**src/rtl/link_train_monitor.sv**
```systemverilog
// link_train_monitor
// PCIe link-training watchdog. Enables the LTSSM, waits for link-up to hold
// steady, and retrains when training times out. The link is declared failed
// after MAX_RETRIES retrains.
// Optional debug ports are enabled by defining LINK_TRAIN_MON_DBG_EN.
module link_train_monitor #(
    parameter int TIMEOUT_CYCLES = 12_500_000,
    parameter int RESTART_CYCLES = 1_250,
    parameter int STABLE_CYCLES  = 1_250,
    parameter int MAX_RETRIES    = 7
) (
    input  logic                               pclk,
    input  logic                               perst_n,
    input  logic                               ltssm_en_in,
    input  logic                               link_up,
    output logic                               ltssm_enable_out,
    output logic                               link_ok,
    output logic                               train_fail,
    output logic                               restart_pulse,
`ifdef LINK_TRAIN_MON_DBG_EN
    output logic [$clog2(MAX_RETRIES+1)-1:0]   retry_cnt,
    input  logic [5:0]                         ltssm_state,
    output logic [5:0]                         fail_ltssm_state,
    output logic [7:0]                         timeout_cnt
`else
    output logic [$clog2(MAX_RETRIES+1)-1:0]   retry_cnt
`endif
);

    localparam int RW     = $clog2(MAX_RETRIES + 1);
    localparam int TW_RAW = $clog2(TIMEOUT_CYCLES);
    localparam int TW     = (TW_RAW < 1) ? 1 : TW_RAW;
    localparam int CW_RAW = (RESTART_CYCLES > STABLE_CYCLES) ? $clog2(RESTART_CYCLES)
                                                             : $clog2(STABLE_CYCLES);
    localparam int CW     = (CW_RAW < 1) ? 1 : CW_RAW;

    localparam logic [TW-1:0] TMR_LAST  = TW'(TIMEOUT_CYCLES - 1);
    localparam logic [CW-1:0] STB_LAST  = CW'(STABLE_CYCLES - 1);
    localparam logic [CW-1:0] RST_LAST  = CW'(RESTART_CYCLES - 1);
    localparam logic [RW-1:0] RETRY_MAX = RW'(MAX_RETRIES);

    localparam logic [2:0] S_IDLE    = 3'd0;
    localparam logic [2:0] S_TRAIN   = 3'd1;
    localparam logic [2:0] S_STABLE  = 3'd2;
    localparam logic [2:0] S_UP      = 3'd3;
    localparam logic [2:0] S_RESTART = 3'd4;
    localparam logic [2:0] S_FAIL    = 3'd5;

    logic [2:0]    state;
    logic [2:0]    state_nxt;
    logic [TW-1:0] tmr;
    logic [TW-1:0] tmr_nxt;
    logic [TW-1:0] tmr_inc;
    logic [CW-1:0] cnt;       // stable run length in STABLE, hold count in RESTART
    logic [CW-1:0] cnt_nxt;
    logic [RW-1:0] retry_nxt;
    logic          timeout_evt;

    // Next-state, timer and retry decisions; disable has priority over everything.
    always_comb begin
        state_nxt   = state;
        tmr_nxt     = tmr;
        cnt_nxt     = cnt;
        retry_nxt   = retry_cnt;
        timeout_evt = 1'b0;
        // The training timer parks at its last value instead of wrapping, so a
        // timeout that was deferred by a link-up tie still fires on the next cycle.
        tmr_inc     = (tmr == TMR_LAST) ? tmr : tmr + 1'b1;

        if (!ltssm_en_in) begin
            state_nxt = S_IDLE;
            tmr_nxt   = '0;
            cnt_nxt   = '0;
            retry_nxt = '0;
        end else begin
            case (state)
                S_IDLE: begin
                    state_nxt = S_TRAIN;
                    tmr_nxt   = '0;
                end
                S_TRAIN: begin
                    tmr_nxt = tmr_inc;
                    if (link_up) begin
                        state_nxt = S_STABLE;
                        cnt_nxt   = '0;
                    end else if (tmr == TMR_LAST) begin
                        timeout_evt = 1'b1;
                    end
                end
                S_STABLE: begin
                    tmr_nxt = tmr_inc;
                    if (link_up && (cnt == STB_LAST)) begin
                        state_nxt = S_UP;
                    end else if (tmr == TMR_LAST) begin
                        timeout_evt = 1'b1;
                    end else if (!link_up) begin
                        state_nxt = S_TRAIN;
                    end else begin
                        cnt_nxt = cnt + 1'b1;
                    end
                end
                S_UP: begin
                    if (!link_up) begin
                        state_nxt = S_TRAIN;
                        tmr_nxt   = '0;
                        retry_nxt = '0;
                    end
                end
                S_RESTART: begin
                    if (cnt == RST_LAST) begin
                        state_nxt = S_TRAIN;
                        tmr_nxt   = '0;
                    end else begin
                        cnt_nxt = cnt + 1'b1;
                    end
                end
                S_FAIL: begin
                    state_nxt = S_FAIL;
                end
                default: begin
                    state_nxt = S_IDLE;
                end
            endcase

            if (timeout_evt) begin
                if (retry_cnt < RETRY_MAX) begin
                    state_nxt = S_RESTART;
                    cnt_nxt   = '0;
                    retry_nxt = retry_cnt + 1'b1;
                end else begin
                    state_nxt = S_FAIL;
                end
            end
        end
    end

    // State, counters and outputs; outputs decode the state being entered.
    always_ff @(posedge pclk or negedge perst_n) begin
        if (!perst_n) begin
            state            <= S_IDLE;
            tmr              <= '0;
            cnt              <= '0;
            retry_cnt        <= '0;
            ltssm_enable_out <= 1'b0;
            link_ok          <= 1'b0;
            train_fail       <= 1'b0;
            restart_pulse    <= 1'b0;
        end else begin
            state            <= state_nxt;
            tmr              <= tmr_nxt;
            cnt              <= cnt_nxt;
            retry_cnt        <= retry_nxt;
            ltssm_enable_out <= (state_nxt == S_TRAIN) || (state_nxt == S_STABLE) ||
                                (state_nxt == S_UP);
            link_ok          <= (state_nxt == S_UP);
            train_fail       <= (state_nxt == S_FAIL);
            restart_pulse    <= (state_nxt == S_RESTART) && (state != S_RESTART);
        end
    end

`ifdef LINK_TRAIN_MON_DBG_EN
    // Capture the LTSSM state at each timeout and keep a running timeout total.
    always_ff @(posedge pclk or negedge perst_n) begin
        if (!perst_n) begin
            fail_ltssm_state <= '0;
            timeout_cnt      <= '0;
        end else begin
            if (state_nxt == S_IDLE) begin
                fail_ltssm_state <= '0;
            end else if (timeout_evt) begin
                fail_ltssm_state <= ltssm_state;
            end
            if (timeout_evt && (timeout_cnt != 8'hFF)) begin
                timeout_cnt <= timeout_cnt + 1'b1;
            end
        end
    end
`endif

endmodule
```
**config.mk**
```make
export PLATFORM = sky130hd
export DESIGN_NAME = link_train_monitor
export DESIGN_NICKNAME = d
export VERILOG_FILES = /design/src/rtl/link_train_monitor.sv
export SDC_FILE = /design/constraint.sdc
export NUM_CORES = 1
export LEC_CHECK = 0
export BUFFER_PORTS_ARGS = -buffer_cell sky130_fd_sc_hd__buf_2
export CAP_MARGIN = 20
export CORE_MARGIN = 10
export CORE_UTILIZATION = 52
export CTS_BUF_LIST = sky130_fd_sc_hd__clkbuf_4 sky130_fd_sc_hd__clkbuf_8 sky130_fd_sc_hd__clkbuf_16
export DETAILED_ROUTE_END_ITERATION = 16
export GPL_ROUTABILITY_DRIVEN = 0
export PLACE_DENSITY = 0.69
export SYNTH_ARGS = -nofsm -noshare
export SYNTH_HDL_FRONTEND = slang
export SYNTH_SLANG_ARGS = --single-unit
```
**constraint.sdc**
```tcl
create_clock -name pclk -period 2.7 [get_ports pclk]
set_input_delay 0.135 -clock pclk [delete_from_list [all_inputs] [get_ports pclk]]
set_output_delay 0.135 -clock pclk [all_outputs]
set_load 0.05 [all_outputs]
```
# After elaboration in Yosys (flattened, before gate mapping)
# Cells that the tools add are included.
[classes] n_mux=33 magnitude_cmp=1 n_eq_ne=17 addsub=3 reduce_logical=7
[op_table] cell="2-to-1 mux 24 bit" n=4
[op_table] cell="case mux 24 bit (4 select lines)" n=1
[op_table] cell="2-to-1 mux 11 bit" n=8
[op_table] cell="2-to-1 mux 3 bit" n=12
[op_table] cell="case mux 11 bit (3 select lines)" n=1
[op_table] cell="adder 24 x 1 -> 24 bit (second input constant)" n=1
[op_table] cell="== test 24 bit (second input constant)" n=1
[op_table] cell="case mux 3 bit (6 select lines)" n=1
[op_table] cell="== test 3 x 2 -> 1 bit (second input constant)" n=4
[op_table] cell="== test 3 bit (second input constant)" n=4
[op_table] cell="inequality test 3 bit (second input constant)" n=4
[op_table] cell="adder 11 x 1 -> 11 bit (second input constant)" n=1
[op_table] cell="== test 11 bit (second input constant)" n=1
[op_table] cell="== test 3 x 1 -> 1 bit (second input constant)" n=2
[op_table] cell="2-to-1 mux 1 bit" n=5
[op_table] cell="inequality test 5 x 2 -> 1 bit (second input constant)" n=1
[op_table] cell="AND reduction 4 bit" n=1
[op_table] cell="adder 3 x 1 -> 3 bit (second input constant)" n=1
[op_table] cell="logical NOT 3 bit" n=1
[op_table] cell="< comparator 3 bit (second input constant)" n=1
[op_table] cell="logical AND 1 bit" n=2
[op_table] cell="logical OR 1 bit" n=2
[op_table] cell="case mux 1 bit (2 select lines)" n=1
[op_table] cell="OR reduction 2 bit" n=1
[totals] regBits=45 elab_cells=69 inputBits=4 output_inout_bits=7

# Longest topological paths before layout
[logic_depth] word_depth=10 depth_mapped=8 depth_no_buf=8

# Least setup slack after synthesis
# OpenSTA, ideal clock, no wires.
[synth_timing] kind="register -> register" start="reg tmr[6]" end="reg tmr[3]" setup_ns=0.132 synth_period_minus_slack_ns=2.225 required_ns=2.568 path_buffers=0 setup_slack_ns=0.475 t_arrival_ns=2.093 path_stages_with_launch=7 path_cell_list="dfrtp_1 > or4b_1 > nor4_4 > a31oi_2 > o2111ai_1 > xor2_1 > nor2_1"
[synth_between] elab_chain_cells=3
[synth_lines] element="from (decl)" line_no="51" rtl="logic [TW-1:0] tmr;"
[synth_lines] element="from (signal assigned)" line_no="150" rtl="tmr <= tmr_nxt;"
[synth_lines] element="== test 24 bit" line_no="68" rtl="tmr_inc = (tmr == TMR_LAST) ? tmr : tmr + 1'b1;"
[synth_lines] element="inequality test 3 bit (no line)"
[synth_lines] element="AND reduction 4 bit (no line)"
# No other way between the ends.
# A chain may end at the register's enable or synchronous reset.

# Final worst setup path
[layout_timing] start="reg tmr[6]" end="reg cnt[6]"
[layout_between] elab_chain_cells=7 elab_cells_between_ends=12 cone_classes="1 x eq/ne; 11 x mux"
[layout_lines] element="== test 24 bit *" line_no="86, 94"
[layout_lines] element="2-to-1 mux 11 bit / 2-to-1 mux 1 bit (equally long branches)" line_no="94, 86"
[layout_lines] element="2-to-1 mux 11 bit, or another cell as far along" line_no="92" rtl="if (link_up && (cnt == STB_LAST)) begin"
[layout_lines] element="case mux 11 bit (3 select lines) / case mux 1 bit (2 select lines) (equally long branches)" line_no="76" rtl="case (state)"
[layout_lines] element="2-to-1 mux 11 bit / 2-to-1 mux 1 bit (equally long branches)" line_no="126, 70"
[layout_lines] element="2-to-1 mux 11 bit *" line_no="125" rtl="if (timeout_evt) begin"
[layout_lines] element="2-to-1 mux 11 bit *" line_no="70" rtl="if (!ltssm_en_in) begin"
[layout_lines] element="named net cnt_nxt[6]" line_no="55" rtl="logic [CW-1:0] cnt_nxt;"
[layout_lines] element="to (signal assigned)" line_no="151" rtl="cnt <= cnt_nxt;"
[layout_lines] element="to (decl)" line_no="54" rtl="logic [CW-1:0] cnt;"
# The timed path passes the listed nets; every way through them passes the cells marked *. The select of a mux whose other input is x is not followed.

==> out/metrics.cfg <==
[placement]
port_buffers=10
dp_cells=376
pre_cts_slack_ps=237.9
dp_hpwl_um=4344

[power]
p_leak_nw=1.233
ir_worst_vdd_uv=282.0
power.density_mw_per_mm2=443.4

[critical_path]
cp-start-kind=flop
cp.arrival_ps=2690
cp.required_ps=2900
crit_type=flop to flop
path_max_fanout=9
cp-startpoint=tmr[6]
r2r_cells=6
r2r_slack_ps=210
end_kind=flop
r2r-start=tmr[6]
rr_endpoint=cnt[6]

[timing]
fin_ws_ps=207.9
final_max_slew_viol_count=0
relSlewSlack=0.6121
final-setup-viol-count=0
fin_crit_sh=0.9230
grt_setup_unrepaired=false
finClkSkew_ps=10.38
tightest_slew_ps=579.1
fin_setup_tns_ps=0
hold_ws_ps=142.5
hold_viol=0
period_needed_ps=2492
fmaxAchievable_mhz=401.3

[drt]
drc=0
num_vias=2348
viasPerCell=6.083
drtIter0Drc=270
routed_wl_um=6127
dr.pass1.iters=5
drtAntennaViolNets=0
routedWlPerCell_um=15.87

[synthesis]
ys_async_sr_fraction=1.000
synth_area_mm2=0.002706
synth_compound_area_frac=0.1609
synthAdderAreaFrac=0.02312
ys.flop_type=dfrtp_1
synthSimpleGateAreaFrac=0.2963
synthesis.nets=312
netlist_top_cells_area=dfrtp_1 42%, nor2_1 5.7%, xor2_1 3.9%, nand2_1 3.7%, nand3_1 3.3%
ys_warn_count=0
synth_top_family_by_area=simple AND/OR/NAND/NOR gates
synth_top_area_frac=0.4161
synthDistinctLibCells=52
syn_avg_cell_area_um2=8.932
synth_enable_flop_cells=0
ys_ff_latch=45
syn_inst=303
synthXorXnorAreaFrac=0.07120
synth_top_area_cell=dfrtp_1
ys_seq_area_frac=0.4161
synth_mux_area_frac=0.004161

[worst_hold_path]
hp-start=ltssm_en_in
hold_end=retry_cnt[2]
hp-class=input pin to flop
worstHoldPathCells=3

[finish]
antenna-diode-count=0
finish.utilization=0.5865
drive_gt1_frac=0.1076
instances_no_fill=386
fin_nets=324
nFillCells=449
area_growth_pct=9.986

[clocking]
path_clk_slew_ps=90
cts_tree=built
htree_num_levels=2
clock_path_buffers=2
clk_latency_ps=310
cts_hold_buf=0
post_cts_resize_count=0
cts_buffers=5
root_buffer=clkbuf_8
post-cts-setup-buffer-count=0
clkSinkCount=45

[global_routing]
grt_overflow=0
antenna_found_initial=0
grt_util_all_layers=0.1511
grt_pass1_vias=2216
grt_max_degree=46
grt_first_pass_wirelength_um=10650

[floorplan]
ios=11
core_mm2=0.005075
start_util=0.5333
fp.dieArea_mm2=0.008490
die_h_um=92.14
fp.dieW_um=92.14
rows=26

[run_status]
status=finished, final reports clean

[flow_run]
cap_violations=0

-- layer usage --
| metal | wire length [um] | vias to the layer above | global-route usage |
|---|---|---|---|
| li1 | - | 1128 | - |
| met1 | 3021 | 1129 | 0.2211 |
| met2 | 2606 | 86 | 0.2071 |
| met3 | 427 | 5 | 0.03504 |
| met4 | 72 | 0 | 0.06041 |
| met5 | 0 | - | 0 |
-- area by class of cell --
| cell class | instances | area, um2 | area share |
|---|---|---|---|
| timing repair buffer | 16 | 110.1 | 0.03699 |
| tap | 70 | 87.58 | 0.02942 |
| inverter | 9 | 33.78 | 0.01135 |
| clock inverter | 2 | 38.79 | 0.01303 |
| clock buffer | 6 | 76.32 | 0.02564 |
| multi-input combinational | 238 | 1504 | 0.5053 |
| sequential | 45 | 1126 | 0.3783 |
-- flip-flops by register name, indices dropped and copies added (netlist names) --
register	flops
cnt	11
link_ok	1
ltssm_enable_out	1
restart_pulse	1
retry_cnt	3
state	3
tmr	24
train_fail	1
-- layout by cell type, fill, tap and decap left out, drive strengths merged, types with 3 or more instances in the layout --
master	instances
dfrtp	45
nor2	41
nand2	27
nand3	18
a21oi	16
buf	15
nand4	14
xor2	12
and3	10
xnor2	10
inv	9
o211ai	9
or3	8
o21ai	8
clkbuf	6
nor2b	5
ha	5
nand2b	4
a31oi	4
o2111ai	4
nor4	4
nand4b	3
nor3	3
and4	3
and2	3
-- where the power goes --
| part | total [W] | switching, W | internal (W) |
|---|---|---|---|
| Sequential | 0.000690 | 0.0000113 | 0.000679 |
| Combinational | 0.000105 | 0.0000753 | 0.0000296 |
| Clock | 0.000525 | 0.000237 | 0.000288 |
| Total | 0.00132 | 0.000323 | 0.000997 |
-- worst max-delay path, cell delays in order (launching register included) --
cell and delay, ps:
dfrtp_1 430, or4b_1 590, nor4_4 480, o211ai_1 200, nand2_1 270, a21oi_1 110
a211oi_1 290
-- Yosys cell counts, drive strengths merged (4+ instances only) --
| library cell | number |
|---|---|
| xor2 | 12 |
| xnor2 | 10 |
| nand2 | 27 |
| inv | 9 |
| dfrtp | 45 |
| o2111ai | 4 |
| a31oi | 4 |
| nor2b | 5 |
| o211ai | 9 |
| nor2 | 41 |
| and3 | 10 |
| o21ai | 8 |
| nand4 | 14 |
| nand2b | 4 |
| clkbuf | 10 |
| nor4 | 4 |
| ha | 5 |
| or3 | 8 |
| nand3 | 18 |
| a21oi | 16 |
-- logic make-up after synthesis --
family,Yosys count
buffers and inverters,20
DFF,45
AOI/OAI and AO/OA,60
muxes,1
and+or+nand+nor,150
xor gates and xnor gates,22
adders and majority gates,5
-- worst max-delay path by stage --
stage,depth (start not counted),to,slack (ps)
final,6,cnt[6],210
after floorplan,6,tmr[3],470
after CTS,6,restart_pulse,220
after global placement,5,restart_pulse,290
after global routing,6,restart_pulse,80
after detailed placement,6,restart_pulse,240
-- through the flow --
stage | total power (W) | instance area (um2)
after detailed placement | 0.0008039 | 2831
after floorplan | 0.0007664 | 2706
after CTS | 0.001329 | 2947
after global routing | 0.001380 | 2977
after global placement | 0.0008049 | 2831
final | 0.001320 | 2977
No activity file was read; power rests on OpenSTA's default activity.
